<file path="config.mk">
export PLATFORM = sky130hd
export DESIGN_NAME = countdown_timer
export DESIGN_NICKNAME = d
export VERILOG_FILES = /design/src/rtl/game_timer_pkg.sv /design/src/rtl/bcd_down_digit.sv /design/src/rtl/countdown_timer.sv
export SDC_FILE = /design/constraint.sdc
export NUM_CORES = 1
export LEC_CHECK = 0
export BUFFER_PORTS_ARGS = -buffer_cell sky130_fd_sc_hd__buf_2
export CAP_MARGIN = 20
export CORE_MARGIN = 1
export CORE_UTILIZATION = 50
export DETAILED_ROUTE_END_ITERATION = 16
export PLACE_DENSITY = 0.78
export SETUP_SLACK_MARGIN = 0.1
export SYNTH_ARGS = -nofsm -noshare
export SYNTH_HDL_FRONTEND = slang
export SYNTH_SLANG_ARGS = --single-unit
</file>
<file path="constraint.sdc">
create_clock -name clk -period 2.8 [get_ports clk]
set_input_delay 0 -clock clk [delete_from_list [all_inputs] [get_ports clk]]
set_output_delay 0 -clock clk [all_outputs]
set_load 0.01 [all_outputs]
</file>
<file path="src/rtl/game_timer_pkg.sv">
// Shared types and helpers for the game countdown timer: FSM encoding,
// per-digit BCD limits and the load saturation function.
package game_timer_pkg;

    typedef enum logic [1:0] {
        ST_IDLE    = 2'd0,
        ST_RUN     = 2'd1,
        ST_PAUSE   = 2'd2,
        ST_EXPIRED = 2'd3
    } state_e;

    localparam logic [3:0] DIGIT_MAX_ONES = 4'd9;
    localparam logic [3:0] DIGIT_MAX_TENS = 4'd5;

    // Clamp an out-of-range BCD digit to the largest legal value for its position.
    function automatic logic [3:0] sat_digit(input logic [3:0] val, input logic [3:0] max_val);
        return (val > max_val) ? max_val : val;
    endfunction

endpackage

</file>
<file path="src/rtl/bcd_down_digit.sv">
// One BCD digit of the down-counter. Reloads its limit on a borrow from zero
// and reports the borrow combinationally so digits chain within one cycle.
module bcd_down_digit
    import game_timer_pkg::*;
(
    input  logic       clk,
    input  logic       rst,
    input  logic [3:0] rst_val,
    input  logic       ld,
    input  logic [3:0] ld_val,
    input  logic       dec,
    input  logic [3:0] limit,
    output logic [3:0] value,
    output logic       borrow
);

    logic [3:0] value_q;
    logic [3:0] value_d;

    always_comb begin
        value_d = value_q;
        if (ld) begin
            value_d = ld_val;
        end else if (dec) begin
            value_d = (value_q == 4'd0) ? limit : value_q - 4'd1;
        end
    end

    always_ff @(posedge clk) begin
        if (rst) begin
            value_q <= rst_val;
        end else begin
            value_q <= value_d;
        end
    end

    assign value  = value_q;
    assign borrow = dec & (value_q == 4'd0);

endmodule

</file>
<file path="src/rtl/countdown_timer.sv">
// MM:SS BCD game time-limit timer with IDLE/RUN/PAUSE/EXPIRED control.
// Optional low-time warning output is built only when COUNTDOWN_WARN_EN is defined.
module countdown_timer
    import game_timer_pkg::*;
#(
    parameter int PRESET_MIN = 3,
    parameter int PRESET_SEC = 0,
    parameter int WARN_SECS  = 10
) (
    input  logic       clk,
    input  logic       rst,
    input  logic       tick,
    input  logic       load,
    input  logic [3:0] load_d3,
    input  logic [3:0] load_d2,
    input  logic [3:0] load_d1,
    input  logic [3:0] load_d0,
    input  logic       start,
    input  logic       pause,
    input  logic       abort,
    output logic [3:0] digit3,
    output logic [3:0] digit2,
    output logic [3:0] digit1,
    output logic [3:0] digit0,
    output logic       running,
    output logic       time_up,
    output logic       expire_p,
    output logic       warn
);

    localparam logic [3:0] PRESET_D3 = 4'(PRESET_MIN / 10);
    localparam logic [3:0] PRESET_D2 = 4'(PRESET_MIN % 10);
    localparam logic [3:0] PRESET_D1 = 4'(PRESET_SEC / 10);
    localparam logic [3:0] PRESET_D0 = 4'(PRESET_SEC % 10);

    if (PRESET_MIN < 0 || PRESET_MIN > 59 || PRESET_SEC < 0 || PRESET_SEC > 59 ||
        WARN_SECS < 0 || WARN_SECS > 3599) begin : g_param_check
        $error("countdown_timer: parameter out of range");
    end

    state_e     state_q, state_d;
    logic       running_q, running_d;
    logic       time_up_q, time_up_d;
    logic       expire_p_q, expire_p_d;
    logic       warn_q, warn_d;

    logic       load_ok;
    logic       digit_ld;
    logic       dec_en;
    logic       at_zero;
    logic       at_one;
    logic [3:0] ld_v3, ld_v2, ld_v1, ld_v0;
    logic       borrow0, borrow1, borrow2, borrow3;

    assign at_zero = ({digit3, digit2, digit1, digit0} == 16'h0000);
    assign at_one  = ({digit3, digit2, digit1, digit0} == 16'h0001);
    assign load_ok = load & ((state_q == ST_IDLE) | (state_q == ST_EXPIRED));

    always_ff @(posedge clk) begin
        if (rst) begin
            state_q    <= ST_IDLE;
            running_q  <= 1'b0;
            time_up_q  <= 1'b0;
            expire_p_q <= 1'b0;
            warn_q     <= 1'b0;
        end else begin
            state_q    <= state_d;
            running_q  <= running_d;
            time_up_q  <= time_up_d;
            expire_p_q <= expire_p_d;
            warn_q     <= warn_d;
        end
    end

    // abort and an accepted load both force IDLE; a pause in RUN swallows a same-cycle tick.
    always_comb begin
        state_d = state_q;
        dec_en  = 1'b0;
        if (abort || load_ok) begin
            state_d = ST_IDLE;
        end else begin
            unique case (state_q)
                ST_IDLE: begin
                    if (start && !at_zero) state_d = ST_RUN;
                end
                ST_RUN: begin
                    if (pause) begin
                        state_d = ST_PAUSE;
                    end else if (tick) begin
                        dec_en = 1'b1;
                        if (at_one) state_d = ST_EXPIRED;
                    end
                end
                ST_PAUSE: begin
                    if (start && !pause) state_d = ST_RUN;
                end
                ST_EXPIRED: state_d = ST_EXPIRED;
                default:    state_d = ST_IDLE;
            endcase
        end
    end

    always_comb begin
        running_d  = (state_d == ST_RUN);
        time_up_d  = (state_d == ST_EXPIRED);
        expire_p_d = (state_q == ST_RUN) && (state_d == ST_EXPIRED);
    end

`ifdef COUNTDOWN_WARN_EN
    logic [11:0] cur_secs;
    logic [11:0] next_secs;

    // Warn tracks the value the digits will hold next cycle so both stay aligned.
    always_comb begin
        cur_secs  = 12'(digit3) * 12'd600 + 12'(digit2) * 12'd60 +
                    12'(digit1) * 12'd10  + 12'(digit0);
        next_secs = cur_secs - 12'(dec_en);
        warn_d    = ((state_d == ST_RUN) || (state_d == ST_PAUSE)) &&
                    (next_secs != 12'd0) && (next_secs <= 12'(WARN_SECS));
    end
`else
    assign warn_d = 1'b0;
`endif

    always_comb begin
        digit_ld = abort | load_ok;
        if (abort) begin
            ld_v3 = PRESET_D3;
            ld_v2 = PRESET_D2;
            ld_v1 = PRESET_D1;
            ld_v0 = PRESET_D0;
        end else begin
            ld_v3 = sat_digit(load_d3, DIGIT_MAX_TENS);
            ld_v2 = sat_digit(load_d2, DIGIT_MAX_ONES);
            ld_v1 = sat_digit(load_d1, DIGIT_MAX_TENS);
            ld_v0 = sat_digit(load_d0, DIGIT_MAX_ONES);
        end
    end

    bcd_down_digit u_d0 (
        .clk(clk), .rst(rst), .rst_val(PRESET_D0), .ld(digit_ld), .ld_val(ld_v0),
        .dec(dec_en), .limit(DIGIT_MAX_ONES), .value(digit0), .borrow(borrow0)
    );
    bcd_down_digit u_d1 (
        .clk(clk), .rst(rst), .rst_val(PRESET_D1), .ld(digit_ld), .ld_val(ld_v1),
        .dec(borrow0), .limit(DIGIT_MAX_TENS), .value(digit1), .borrow(borrow1)
    );
    bcd_down_digit u_d2 (
        .clk(clk), .rst(rst), .rst_val(PRESET_D2), .ld(digit_ld), .ld_val(ld_v2),
        .dec(borrow1), .limit(DIGIT_MAX_ONES), .value(digit2), .borrow(borrow2)
    );
    // The top borrow is never consumed: RUN is left at 00:00 before it could fire.
    bcd_down_digit u_d3 (
        .clk(clk), .rst(rst), .rst_val(PRESET_D3), .ld(digit_ld), .ld_val(ld_v3),
        .dec(borrow2), .limit(DIGIT_MAX_TENS), .value(digit3), .borrow(borrow3)
    );

    assign running  = running_q;
    assign time_up  = time_up_q;
    assign expire_p = expire_p_q;
    assign warn     = warn_q;

endmodule

</file>
* Word-level counts from Yosys, hierarchy flattened *
Cells that the tools add are included.

storage, ports and cells
  flip-flop bits (word level) = 21
  output and inout bits = 20

operators by class
  add/sub/neg operators = 4
  magnitude comparators = 4
  eq/ne operators = 6
  muxes and demuxes = 31
  bitwise logic cells = 6
  reductions and logical operators = 16

operators with widths
  kind                   count
  $mux W4                20
  $eq A16 B1 Y1 const B  1
  $logic_not A16 Y1      1
  $logic_not A4 Y1       4
  $sub A4 B1 Y4 const B  4
  $mux W2                6
  $gt A4 B3 Y1 const B   2
  $gt A4 B4 Y1 const B   2
  $pmux W2 S4            1
  $reduce_bool A2 Y1     4
  $eq A2 B2 Y1 const B   3
  $and A1 B1 Y1          4
  $eq A2 B1 Y1 const B   2
  $mux W1                4
  $logic_and A1 B1 Y1    3
  $logic_not A1 Y1       2
  $logic_not A2 Y1       1
  $or A1 B1 Y1           2
  $logic_or A1 B1 Y1     1

* Logic depth before layout (Yosys ltp) *
Gate-level depths: netlist of the first run.

  depth after elaboration = 10
  gate-level depth with buffers = 8
  gate-level depth less buffers = 7

* Hierarchy *
From an unflattened synthesis of the first run, not the netlist that was laid out.

second synthesis, totals
  cell total of the unflattened synthesis = 204
  area total of the unflattened synthesis = 1864.3 um^2

by module, submodules not included
  module           instances  cells each  area each (um^2)
  bcd_down_digit   4          32          330.3
  countdown_timer  1          76          543.0

* Least setup slack after synthesis of the first run *
No wires, ideal clock.

  kind = register to register
  start point = register state_q[1]
  end point = register running_q, in the netlist running
  arrival time = 1.864 ns
  setup slack = 0.877 ns
  stages on the path, launching flop included = 9
  path buffers = 1
  cells stage by stage = dfxtp_1 > inv_1 > ha_1 > nor2b_2 > or2_2 > clkbuf_1 > nor3_1 > nand3_1 > and2b_1

between the ends
  word-level cells in the longest chain between the ends = 6
  elaborated cells on any way between the ends = 15
  those cells by class = eq/ne: 4; mux: 7; bitwise: 2; reduce/logical: 2

RTL lines
  element                                                   line                                          RTL
  from (decl)                                               countdown_timer.sv:41                         state_e state_q, state_d;
  from (signal assigned)                                    countdown_timer.sv:67                         state_q <= state_d;
  $mux W2, or another cell as far along                     countdown_timer.sv:91                         if (at_one) state_d = ST_EXPIRED;
  $mux W2 / $or A1 B1 Y1 (equally long branches)            countdown_timer.sv:89, countdown_timer.sv:57
  $mux W2 / $and A1 B1 Y1 (equally long branches)           countdown_timer.sv:87, countdown_timer.sv:57
  $pmux W2 S4 / $logic_or A1 B1 Y1 (equally long branches)  countdown_timer.sv:82, countdown_timer.sv:79
  $mux W2 *                                                 countdown_timer.sv:79                         if (abort || load_ok) begin
  $eq A2 B1 Y1 *                                            countdown_timer.sv:104                        running_d = (state_d == ST_RUN);
  to (signal assigned)                                      countdown_timer.sv:68                         running_q <= running_d;
  to (decl)                                                 countdown_timer.sv:42                         logic running_q, running_d;

Mark *: on every way between the ends. The rest lies on a longest branch, timed or not.
A chain may end at the register's enable or synchronous reset.

* Worst setup path in the final report of the first run *
  start point = register state_q[1]
  end point = register u_d3.value_q[2], in the netlist u_d3.value[2]

between the ends
  word-level cells in the longest chain between the ends = 9
  elaborated cells on any way between the ends = 14
  those cells by class = eq/ne: 2; mux: 3; bitwise: 6; reduce/logical: 3

RTL lines
  element                                                  line                   RTL
  $eq A2 B2 Y1 / $logic_not A2 Y1 (equally long branches)  countdown_timer.sv:57  assign load_ok = load & ((state_q == ST_IDLE) | (state_q == ST_EXPIRED));
  $or A1 B1 Y1                                             countdown_timer.sv:57
  $and A1 B1 Y1                                            countdown_timer.sv:57
  $logic_or A1 B1 Y1                                       countdown_timer.sv:79
  $mux W1                                                  countdown_timer.sv:79
  $and A1 B1 Y1 (3 in a row)                               bcd_down_digit.sv:38   assign borrow = dec & (value_q == 4'd0);
  $reduce_bool A2 Y1 (no line)                             -
  to (signal assigned)                                     bcd_down_digit.sv:31   value_q <= rst_val;
  to (signal assigned)                                     bcd_down_digit.sv:33   value_q <= value_d;
  to (decl)                                                bcd_down_digit.sv:17   logic [3:0] value_q;

Parallel ways exist; a longest one is shown, timed or not.

==> run summary, run 1 <==
status: complete, no violations
final hold violations: 0
Sink Count: 21
Min Clock Period, post-route: 2.23 ns
# rows: 18
gr ovfl total: 0
full die area: 2970 µm²
Syn Nets: 199
Residual DRC: 0
setup violators final: 0
Synth Instances: 172
Antenna Cells: 0
# H-tree levels: 1
Seq/Total Area, Yosys: 0.305
CTS resizes: 0
top-level port count: 43
leakage power: 0.708 nW
CP top delay family: compound AO/OA/AOI/OAI gates
Synth Flop Type: dfxtp_1
RSZ-0062 raised after global routing: false
die height: 54.5 µm
via/cell ratio: 5.98
Synth Warn #: 0
area delta synth->final: 23.6%
Max Slew Vio Count: 0
Critical Path End Type: flip-flop
met3 Use GR: 0.0694
Worst-Margin Slew: 0.611 ns
worst rel slew slack: 0.591
DP Area: 1610 µm²
Max VDD drop: 0.358 mV
initial drt markers: 49
busiest grt layer: met2
IO Port Bufs: 41
grt met2 use: 0.453
Min-Delay Path Class: in -> reg
core area: 2540 µm²
Crit Path Category: reg -> reg
Skew-Pair Late Insertion Delay: 0.31 ns
Cell Area, Synth: 1380 µm²
Critical Path Source: state_q[1]$_SDFF_PP0_
via count: 1494
RePlAce Congestion: 0.868
crit path cell chain: inv_1, ha_1, nor3b_2, o21ai_0, o21ai_0, a21oi_1, a211oi_1
first-pass GRT wire length: 5910 µm
Synth Area per Inst: 8.01 µm²
CP required: 3.03 ns
RR Startpoint: state_q[1]$_SDFF_PP0_
root buffer cell: clkbuf_4
remaining antenna violation count: 0
max frequency: 449 MHz
final setup TNS: 0 ns
share of layout cells above drive strength 1: 0.277
pre-CTS WS: 0.582 ns
gr usage total: 0.275
# nets final: 248
initial core utilization: 0.541
clk_skew: 0.00128 ns
Max FO, Critical Path: 9
CTS Buffer Depth: 2
max-cap viol count: 0
vias in the first global route: 1344
TritonRoute pass-1 iters: 5
CP peak stage delay: 0.53 ns
fraction of registers with async set/reset: 0
CP Data Arrival Time: 2.45 ns
initial antenna violation count: 0
Post-synth EDFFs: 0
Critical Path Most Common Cell: o21ai_0
M1 GR Usage: 0.347
final core occ: 0.669
chip width: 54.5 µm
Critical Path Start Type: flip-flop
largest area contributor in the netlist: dfxtp_1
Final period util: 0.796
cell area after layout: 1700 µm²
Unique masters post-synth: 48
maximum number of pins on one net before global-route repair: 17
synthesized flop and latch total: 21
hold_sp: load_d2[1]
# hold bufs at CTS: 6
postcts setup bufs: 0
Crit-path slowest cell: nor3b_2
P per Cell Area: 369 nW/µm²
Post-Route WL: 3560 µm
HPWL Detailed: 2660 µm
CTS clk-pin slew, worst paths: 0.12 ns
CTS Buf Count: 3
synth top area cells: dfxtp_1 (31%), o21ai_0 (5.8%), nor2_1 (5.7%), nand2_1 (4.6%), a21oi_1 (4.0%)
filler instances: 228
PnR worst setup slack: 0.571 ns
post-synth top area share: 0.305
TritonCTS clock tree: done
drt wl/cell: 14.2 µm
worst path bufs/invs: 1
[cell usage in the layout, fill, tap and decap left out, types with 2 or more instances in the layout]
| cell type | instances |
|---|---|
| o22ai_1 | 3 |
| and3_1 | 2 |
| nand2b_1 | 5 |
| nand2_1 | 17 |
| a21oi_1 | 11 |
| nor3b_2 | 2 |
| ha_1 | 4 |
| a31oi_1 | 5 |
| a211oi_1 | 4 |
| buf_4 | 2 |
| a211o_1 | 2 |
| o21ai_0 | 16 |
| nor2_1 | 21 |
| nor4_4 | 2 |
| inv_1 | 5 |
| dlygate4sd3_1 | 6 |
| nand3_1 | 5 |
| nor3_1 | 11 |
| clkbuf_4 | 3 |
| nand3b_1 | 2 |
| or2_2 | 2 |
| dfxtp_1 | 21 |
| buf_2 | 41 |
[sequential cells by signal, indices dropped and copies added (netlist names)]
register / flops
u_d3.value: 4
u_d2.value: 4
expire_p: 1
u_d1.value: 4
u_d0.value: 4
state_q: 2
time_up: 1
running: 1
[where the power goes]
part,internal (mW),switching (mW)
sequential,0.310,0.0206
combinational,0.0636,0.0783
clock,0.0546,0.101
total,0.428,0.200
[cells by family after synthesis]
logic type | synth area share
simple gates | 0.336
compound gates | 0.270
flops | 0.305
buf+inv | 0.0300
fa+ha+maj | 0.0363
xor+xnor | 0.0127
other cells | 0.00272
mux | 0.00727
[worst paths after layout]
check	to	slack, ns	cells after the start
worst max-delay path	u_d3.value[2]$_SDFFE_PP0P_	0.57	7
worst min-delay path	u_d2.value[0]$_SDFFE_PP1P_	0.06	5
worst max register to register	u_d3.value[2]$_SDFFE_PP0P_	0.57	7
worst min register to register	u_d3.value[3]$_SDFFE_PP0P_	0.50	2
[synth_stat cells (3+ instances only)]
master / count
nand2b_1: 5
nand3_1: 5
o22ai_1: 3
o21ai_0: 16
nor3_1: 11
a211oi_1: 4
inv_1: 5
dfxtp_1: 21
nor2_1: 21
nand2_1: 17
clkbuf_1: 4
ha_1: 4
a31oi_1: 5
a21oi_1: 11
[layer usage]
layer  routed length, µm  share of wire
met1                1610           0.45
met2                1700           0.48
met3                 231          0.065
met4                  19         0.0053
met5                   0              0
[tightest hold or removal path, stage by stage]
cell     delay, ns
buf_2         0.09
o21ai_0       0.07
nand2_1       0.06
o21ai_0       0.08
nand2_1       0.06
[per-stage QoR]
| step | hold slack, ns | cells | total power [mW] |
|---|---|---|---|
| 2_1_floorplan | 0.133 | 172 | 0.420 |
| 3_3_place_gp | 0.222 | 240 | 0.465 |
| 3_5_place_dp | 0.238 | 240 | 0.471 |
| 4_1_cts | 0.0413 | 250 | 0.634 |
| 5_1_grt | 0.0434 | 250 | 0.667 |
| 6_report | 0.0596 | 250 | 0.629 |
[layout make-up]
class	instances	area, µm²	area share
Clock buffer	3	22.5	0.0132
Sequential cell	21	420	0.247
Clock inverter	1	7.51	0.00441
Tap cell	30	37.5	0.0220
Timing Repair Buffer	49	280	0.165
Multi-Input combinational cell	141	916	0.538
Inverter	5	18.8	0.0110
No activity file was read; power rests on OpenSTA's default activity.
==> run 2, diff against run 1 <==
==> constraint.sdc (replaced) <==
create_clock -name clk -period 2.2 [get_ports clk]
set_input_delay 0 -clock clk [delete_from_list [all_inputs] [get_ports clk]]
set_output_delay 0 -clock clk [all_outputs]
set_load 0.01 [all_outputs]
==> run 2 against run 1 <==
  * Core utilization is 2.7 points higher
  * Wire length is 7.3% higher
  * Design area is 4.0% higher
  * Count of clock-buffer cells in the layout stayed put
  * Global-route usage is 0.76 points lower
  * Register-to-register slack worse by 0.40 ns
  * Largest power group unchanged
  * Die area stayed put
  * Largest cell class unchanged
  * Setup slack worse by 0.40 ns
  * Critical path depth stayed put
  * Sequential share of layout area is 0.68 points lower
==> run summary, run 2 (synthesis results as in run 1) <==
IO Port Bufs: 41 (unchanged)
initial core utilization: 0.541 (unchanged)
RePlAce Congestion: 0.873 (was 0.868)
total internal power: 0.551 mW (was 0.428 mW)
CP required: 2.44 ns (was 3.03 ns)
Max FO, Critical Path: 6 (was 9)
grt met2 use: 0.447 (was 0.453)
setup violators final: 0 (unchanged)
Skew-Pair Late Insertion Delay: 0.32 ns (was 0.31 ns)
PnR worst setup slack: 0.173 ns (was 0.571 ns)
# nets final: 250 (was 248)
full die area: 2970 µm² (unchanged)
DP Area: 1630 µm² (was 1610 µm²)
clk_skew: 0.00157 ns (was 0.00128 ns)
Min Clock Period, post-route: 2.03 ns (was 2.23 ns)
final hold violations: 0 (unchanged)
first-pass GRT wire length: 5610 µm (was 5910 µm)
via count: 1493 (was 1494)
max frequency: 493 MHz (was 449 MHz)
Final period util: 0.922 (was 0.796)
RSZ-0062 raised after global routing: true (was false)
status: complete, no violations (unchanged)
met3 Use GR: 0.0611 (was 0.0694)
Min-Delay Path Class: in -> reg (unchanged)
HPWL Detailed: 2760 µm (was 2660 µm)
maximum number of pins on one net before global-route repair: 17 (unchanged)
crit path cell chain: inv_1, ha_4, nor2b_2, or2_2, a2111oi_4, a211oi_2, and2b_1 (was inv_1, ha_1, nor3b_2, o21ai_0, o21ai_0, a21oi_1, a211oi_1)
max-cap viol count: 0 (unchanged)
Antenna Cells: 0 (unchanged)
busiest grt layer: met2 (unchanged)
core area: 2540 µm² (unchanged)
initial drt markers: 57 (was 49)
pre-CTS WS: 0.0360 ns (was 0.582 ns)
drt wl/cell: 15.1 µm (was 14.2 µm)
Post-Route WL: 3820 µm (was 3560 µm)
leakage power: 0.721 nW (was 0.708 nW)
Placed Instances: 242 (was 240)
via/cell ratio: 5.92 (was 5.98)
Clock power frac: 0.248 (about the same)
CP top delay family: simple AND/OR/NAND/NOR gates (was compound AO/OA/AOI/OAI gates)
# rows: 18 (unchanged)
CTS Buffer Depth: 2 (unchanged)
CTS Buf Count: 3 (unchanged)
Sequential Power Share: 0.514 (was 0.526)
gr usage total: 0.267 (was 0.275)
share of layout cells above drive strength 1: 0.315 (was 0.277)
top-level port count: 43 (unchanged)
root buffer cell: clkbuf_4 (unchanged)
M1 GR Usage: 0.346 (was 0.347)
CP Data Arrival Time: 2.26 ns (was 2.45 ns)
Max VDD drop: 0.510 mV (was 0.358 mV)
worst path bufs/invs: 1 (unchanged)
initial antenna violation count: 0 (unchanged)
combinational group share of total power: 0.238 (was 0.226)
postcts setup bufs: 0 (unchanged)
worst hold margin: 0.0333 ns (was 0.0596 ns)
P per Cell Area: 462 nW/µm² (was 369 nW/µm²)
chip width: 54.5 µm (unchanged)
remaining antenna violation count: 0 (unchanged)
commonest non-fill, non-tap cell in the layout: buf_2 (unchanged)
non-filler cells, final: 252 (was 250)
Max Slew Vio Count: 0 (unchanged)
die height: 54.5 µm (unchanged)
TritonCTS clock tree: done (unchanged)
Crit Path Category: reg -> reg (unchanged)
Residual DRC: 0 (unchanged)
TritonRoute pass-1 iters: 4 (was 5)
Critical Path End Type: flip-flop (unchanged)
Critical Path Start Type: flip-flop (unchanged)
Psw: 0.267 mW (was 0.200 mW)
Sink Count: 21 (unchanged)
gr ovfl total: 0 (unchanged)
Crit-path slowest cell: dfxtp_4 (was nor3b_2)
Switching Share: 0.327 (was 0.319)
most frequent cells in the layout: buf_2 (41), nor2_1 (21), dfxtp_1 (19) (was buf_2 (41), nor2_1 (21), dfxtp_1 (21))
vias in the first global route: 1248 (was 1344)
CTS clk-pin slew, worst paths: 0.13 ns (was 0.12 ns)
cell area after layout: 1770 µm² (was 1700 µm²)
area delta synth->final: 28.6% (was 23.6%)
CP peak stage delay: 0.41 ns (was 0.53 ns)
# H-tree levels: 1 (unchanged)
final setup TNS: 0 ns (unchanged)
-- run 2: routing by layer --
| metal | vias up | share of wire |
|---|---|---|
| met5 | - | 0 |
| met4 | 0 | 0.0026 |
| met3 | 2 | 0.059 |
| met2 | 53 | 0.49 |
| met1 | 696 | 0.45 |
| li1 | 742 | - |
-- run 2: final cells by class --
cell class                      instances  area (µm²)
Fill cell                             213         773
Timing Repair Buffer                   51         295
Tap cell                               30        37.5
Clock inverter                          1        7.51
Multi-Input combinational cell        141         965
Inverter                                5        18.8
Clock buffer                            3        22.5
Sequential cell                        21         425
-- run 2: path summary, 6_finish.rpt --
check	start	end	slack, ns	depth (start not counted)
worst min register to register	u_d3.value[3]$_SDFFE_PP0P_	u_d3.value[3]$_SDFFE_PP0P_	0.49	2
worst min-delay path	load_d2[1]	u_d2.value[0]$_SDFFE_PP1P_	0.03	5
worst max register to register	state_q[1]$_SDFF_PP0_	running$_SDFF_PP0_	0.17	7
worst max-delay path	state_q[1]$_SDFF_PP0_	running$_SDFF_PP0_	0.17	7
-- run 2: worst register-to-register path, stage by stage (launching register included) --
cell	delay [ns]
dfxtp_4	0.41
inv_1	0.13
ha_4	0.31
nor2b_2	0.06
or2_2	0.34
a2111oi_4	0.35
a211oi_2	0.16
and2b_1	0.18
-- run 2: what timing repair did --
item	in CTS	in global routing
pin swaps	1	1
setup endpoints to repair	4	6
endpoints found under the hold margin	5	1
hold buffers	5	1
gates resized for setup	3	8
-- run 2: power groups by stage --
stage	Sequential (mW)	Combinational, mW	Clock, mW
3_3_place_gp	0.427	0.168	0
6_report	0.420	0.195	0.203
2_1_floorplan	0.431	0.104	0
4_1_cts	0.420	0.183	0.206
5_1_grt	0.423	0.211	0.227
3_5_place_dp	0.429	0.174	0
-- run 2: through the flow --
step                 util  power [mW]
floorplan               -       0.535
global placement    0.640       0.596
detailed placement  0.640       0.603
CTS                 0.674       0.810
global route        0.696       0.861
finish              0.696       0.818
==> run 3, diff against run 2 <==
--- a/config.mk
+++ b/config.mk
@@ -7,10 +7,12 @@
 export LEC_CHECK = 0
 export BUFFER_PORTS_ARGS = -buffer_cell sky130_fd_sc_hd__buf_2
 export CAP_MARGIN = 20
+export CELL_PAD_IN_SITES_DETAIL_PLACEMENT = 1
+export CELL_PAD_IN_SITES_GLOBAL_PLACEMENT = 2
 export CORE_MARGIN = 1
-export CORE_UTILIZATION = 50
+export CORE_UTILIZATION = 28
 export DETAILED_ROUTE_END_ITERATION = 16
-export PLACE_DENSITY = 0.78
+export PLACE_DENSITY_LB_ADDON = 0.1
 export SETUP_SLACK_MARGIN = 0.1
 export SYNTH_ARGS = -nofsm -noshare
 export SYNTH_HDL_FRONTEND = slang
==> run 3 against run 2 <==
  * Worst hold slack got worse by 0.0039 ns
  * Via count fell by 0.40%
  * Non-clock buffer count fell by 2
  * Clock power rose by 37%
  * Critical path depth did not move
  * Combinational power fell by 3%
  * Total power rose by 8.8%
  * Largest power group unchanged
==> run summary, run 3 (synthesis results as in run 1) <==
via/cell ratio: 5.18 (was 5.92)
max frequency: 496 MHz (was 493 MHz)
internal reg-to-reg setup slack: 0.18 ns (was 0.17 ns)
gr usage total: 0.178 (was 0.267)
filler instances: 584 (was 213)
area delta synth->final: 30.5% (was 28.6%)
R2R depth: 7 (unchanged)
Skew-Pair Late Insertion Delay: 0.27 ns (was 0.32 ns)
Critical Path Start Type: flip-flop (unchanged)
initial core utilization: 0.292 (was 0.541)
final setup TNS: 0 ns (unchanged)
commonest non-fill, non-tap cell in the layout: buf_2 (unchanged)
initial antenna violation count: 0 (unchanged)
RR Startpoint: state_q[0]$_SDFF_PP0_ (was state_q[1]$_SDFF_PP0_)
chip width: 72.1 µm (was 54.5 µm)
Placed Instances: 280 (was 242)
CP top delay family: simple AND/OR/NAND/NOR gates (unchanged)
share of layout cells above drive strength 1: 0.314 (was 0.315)
core area: 4720 µm² (was 2540 µm²)
remaining antenna violation count: 0 (unchanged)
status: complete, no violations (unchanged)
Seq. cell area: 424 µm² (was 425 µm²)
drt wl/cell: 15.8 µm (was 15.1 µm)
Worst Hold Path EP: u_d0.value[0]$_SDFFE_PP0P_ (was u_d2.value[0]$_SDFFE_PP1P_)
CP Data Arrival Time: 2.18 ns (was 2.26 ns)
DP Area: 1680 µm² (was 1630 µm²)
first-pass GRT wire length: 7200 µm (was 5610 µm)
P per Cell Area: 495 nW/µm² (was 462 nW/µm²)
PnR worst setup slack: 0.185 ns (was 0.173 ns)
leakage power: 0.723 nW (was 0.721 nW)
area occupied by multi-input gates: 952 µm² (was 965 µm²)
Sequential Power Share: 0.473 (was 0.514)
most frequent cells in the layout: buf_2 (41), nor2_1 (21), dfxtp_1 (20) (was buf_2 (41), nor2_1 (21), dfxtp_1 (19))
worst path bufs/invs: 1 (unchanged)
Max FO, Critical Path: 6 (unchanged)
combinational group share of total power: 0.214 (was 0.238)
CP peak stage delay: 0.39 ns (was 0.41 ns)
die height: 72.1 µm (was 54.5 µm)
clk_skew: 0.00776 ns (was 0.00157 ns)
CTS clk-pin slew, worst paths: 0.09 ns (was 0.13 ns)
Residual DRC: 0 (unchanged)
Max Slew Vio Count: 0 (unchanged)
HPWL Detailed: 3420 µm (was 2760 µm)
final core occ: 0.381 (was 0.696)
final hold violations: 0 (unchanged)
hold path depth: 3 (was 5)
top-level port count: 43 (unchanged)
Crit-path slowest cell: dfxtp_4 (unchanged)
CTS Buffer Depth: 2 (unchanged)
# rows: 25 (was 18)
Final period util: 0.916 (was 0.922)
total internal power: 0.602 mW (was 0.551 mW)
setup violators final: 0 (unchanged)
hold_sp: load_d0[0] (was load_d2[1])
CP required: 2.37 ns (was 2.44 ns)
root buffer cell: clkbuf_8 (was clkbuf_4)
max-cap viol count: 0 (unchanged)
Post-Route WL: 4540 µm (was 3820 µm)
# H-tree levels: 1 (unchanged)
postcts setup bufs: 0 (unchanged)
Crit Path Category: reg -> reg (unchanged)
Clock power frac: 0.314 (was 0.248)
Critical Path End Type: flip-flop (unchanged)
IO Port Bufs: 41 (unchanged)
Min-Delay Path Class: in -> reg (unchanged)
Psw: 0.288 mW (was 0.267 mW)
Worst R2R End: running$_SDFF_PP0_ (unchanged)
Max VDD drop: 0.218 mV (was 0.510 mV)
maximum number of pins on one net before global-route repair: 17 (unchanged)
RePlAce Congestion: 0.779 (was 0.873)
TritonRoute pass-1 iters: 4 (unchanged)
# nets final: 248 (was 250)
Sink Count: 21 (unchanged)
non-filler cells, final: 287 (was 252)
CTS Buf Count: 3 (unchanged)
via count: 1487 (was 1493)
Min Clock Period, post-route: 2.02 ns (was 2.03 ns)
Switching Share: 0.323 (was 0.327)
pre-CTS WS: 0.0829 ns (was 0.0360 ns)
initial drt markers: 57 (unchanged)
cell area after layout: 1800 µm² (was 1770 µm²)
vias in the first global route: 1474 (was 1248)
TritonCTS clock tree: done (unchanged)
Antenna Cells: 0 (unchanged)
RSZ-0062 raised after global routing: false (was true)
crit path cell chain: inv_1, ha_1, nor2b_2, or2_2, a2111oi_4, a211oi_2, and2b_1 (was inv_1, ha_4, nor2b_2, or2_2, a2111oi_4, a211oi_2, and2b_1)
full die area: 5200 µm² (was 2970 µm²)
gr ovfl total: 0 (unchanged)
## run 3: cell count changes in the layout (fill, tap and decap cells not counted), sizes merged
cell | before | now
clkinv | 0 | 1
dlygate4sd3 | 6 | 3
buf | 45 | 46
clkinvlp | 1 | 0
## run 3: power groups by stage
stage / Clock, mW / Combinational, mW / Sequential (mW)
after floorplan: 0 / 0.104 / 0.431
after global placement: 0 / 0.177 / 0.429
after detailed placement: 0 / 0.181 / 0.431
after CTS: 0.287 / 0.186 / 0.422
after global routing: 0.301 / 0.210 / 0.424
final: 0.279 / 0.190 / 0.421
## run 3: timing repair
item	CTS	global route
hold endpoints to repair	3	0
pin swaps	0	1
setup endpoints to repair	2	7
hold buffers	3	0
gates resized for setup	1	8
## run 3: layout make-up
cell class / count / area share
Clock buffer: 3 / 0.0230
Sequential cell: 21 / 0.236
Tap cell: 67 / 0.0466
Multi-Input combinational cell: 141 / 0.530
Timing Repair Buffer: 49 / 0.152
Inverter: 5 / 0.0104
Clock inverter: 1 / 0.00278
## run 3: per-stage QoR
stage | hold slack (ns) | total power, mW
3_5_place_dp | 0.243 | 0.612
3_3_place_gp | 0.222 | 0.606
4_1_cts | 0.0325 | 0.895
5_1_grt | 0.0534 | 0.935
2_1_floorplan | 0.133 | 0.535
6_report | 0.0294 | 0.890
## run 3: metal layers
metal / share of wire / vias up / track usage
li1: - / 733 / -
met1: 0.49 / 727 / 0.244
met3: 0.027 / 2 / 0.0250
met2: 0.47 / 25 / 0.292
met4: 0.0055 / 0 / 0.0458
met5: 0 / - / 0
## run 3: worst max-delay path by stage
| stage | slack (ns) | cells after the start | start | to |
|---|---|---|---|---|
| floorplan | 0.28 | 8 | state_q[1]$_SDFF_PP0_ | running$_SDFF_PP0_ |
| global placement | 0.21 | 6 | state_q[0]$_SDFF_PP0_ | running$_SDFF_PP0_ |
| detailed placement | 0.08 | 7 | state_q[0]$_SDFF_PP0_ | running$_SDFF_PP0_ |
| CTS | 0.13 | 7 | state_q[1]$_SDFF_PP0_ | running$_SDFF_PP0_ |
| global route | 0.12 | 7 | state_q[0]$_SDFF_PP0_ | running$_SDFF_PP0_ |
| finish | 0.18 | 7 | state_q[0]$_SDFF_PP0_ | running$_SDFF_PP0_ |
## run 3: worst register-to-register path, cell delays in order (launching register included)
cell	delay, ns
dfxtp_4	0.39
inv_1	0.08
ha_1	0.33
nor2b_2	0.07
or2_2	0.34
a2111oi_4	0.37
a211oi_2	0.16
and2b_1	0.18
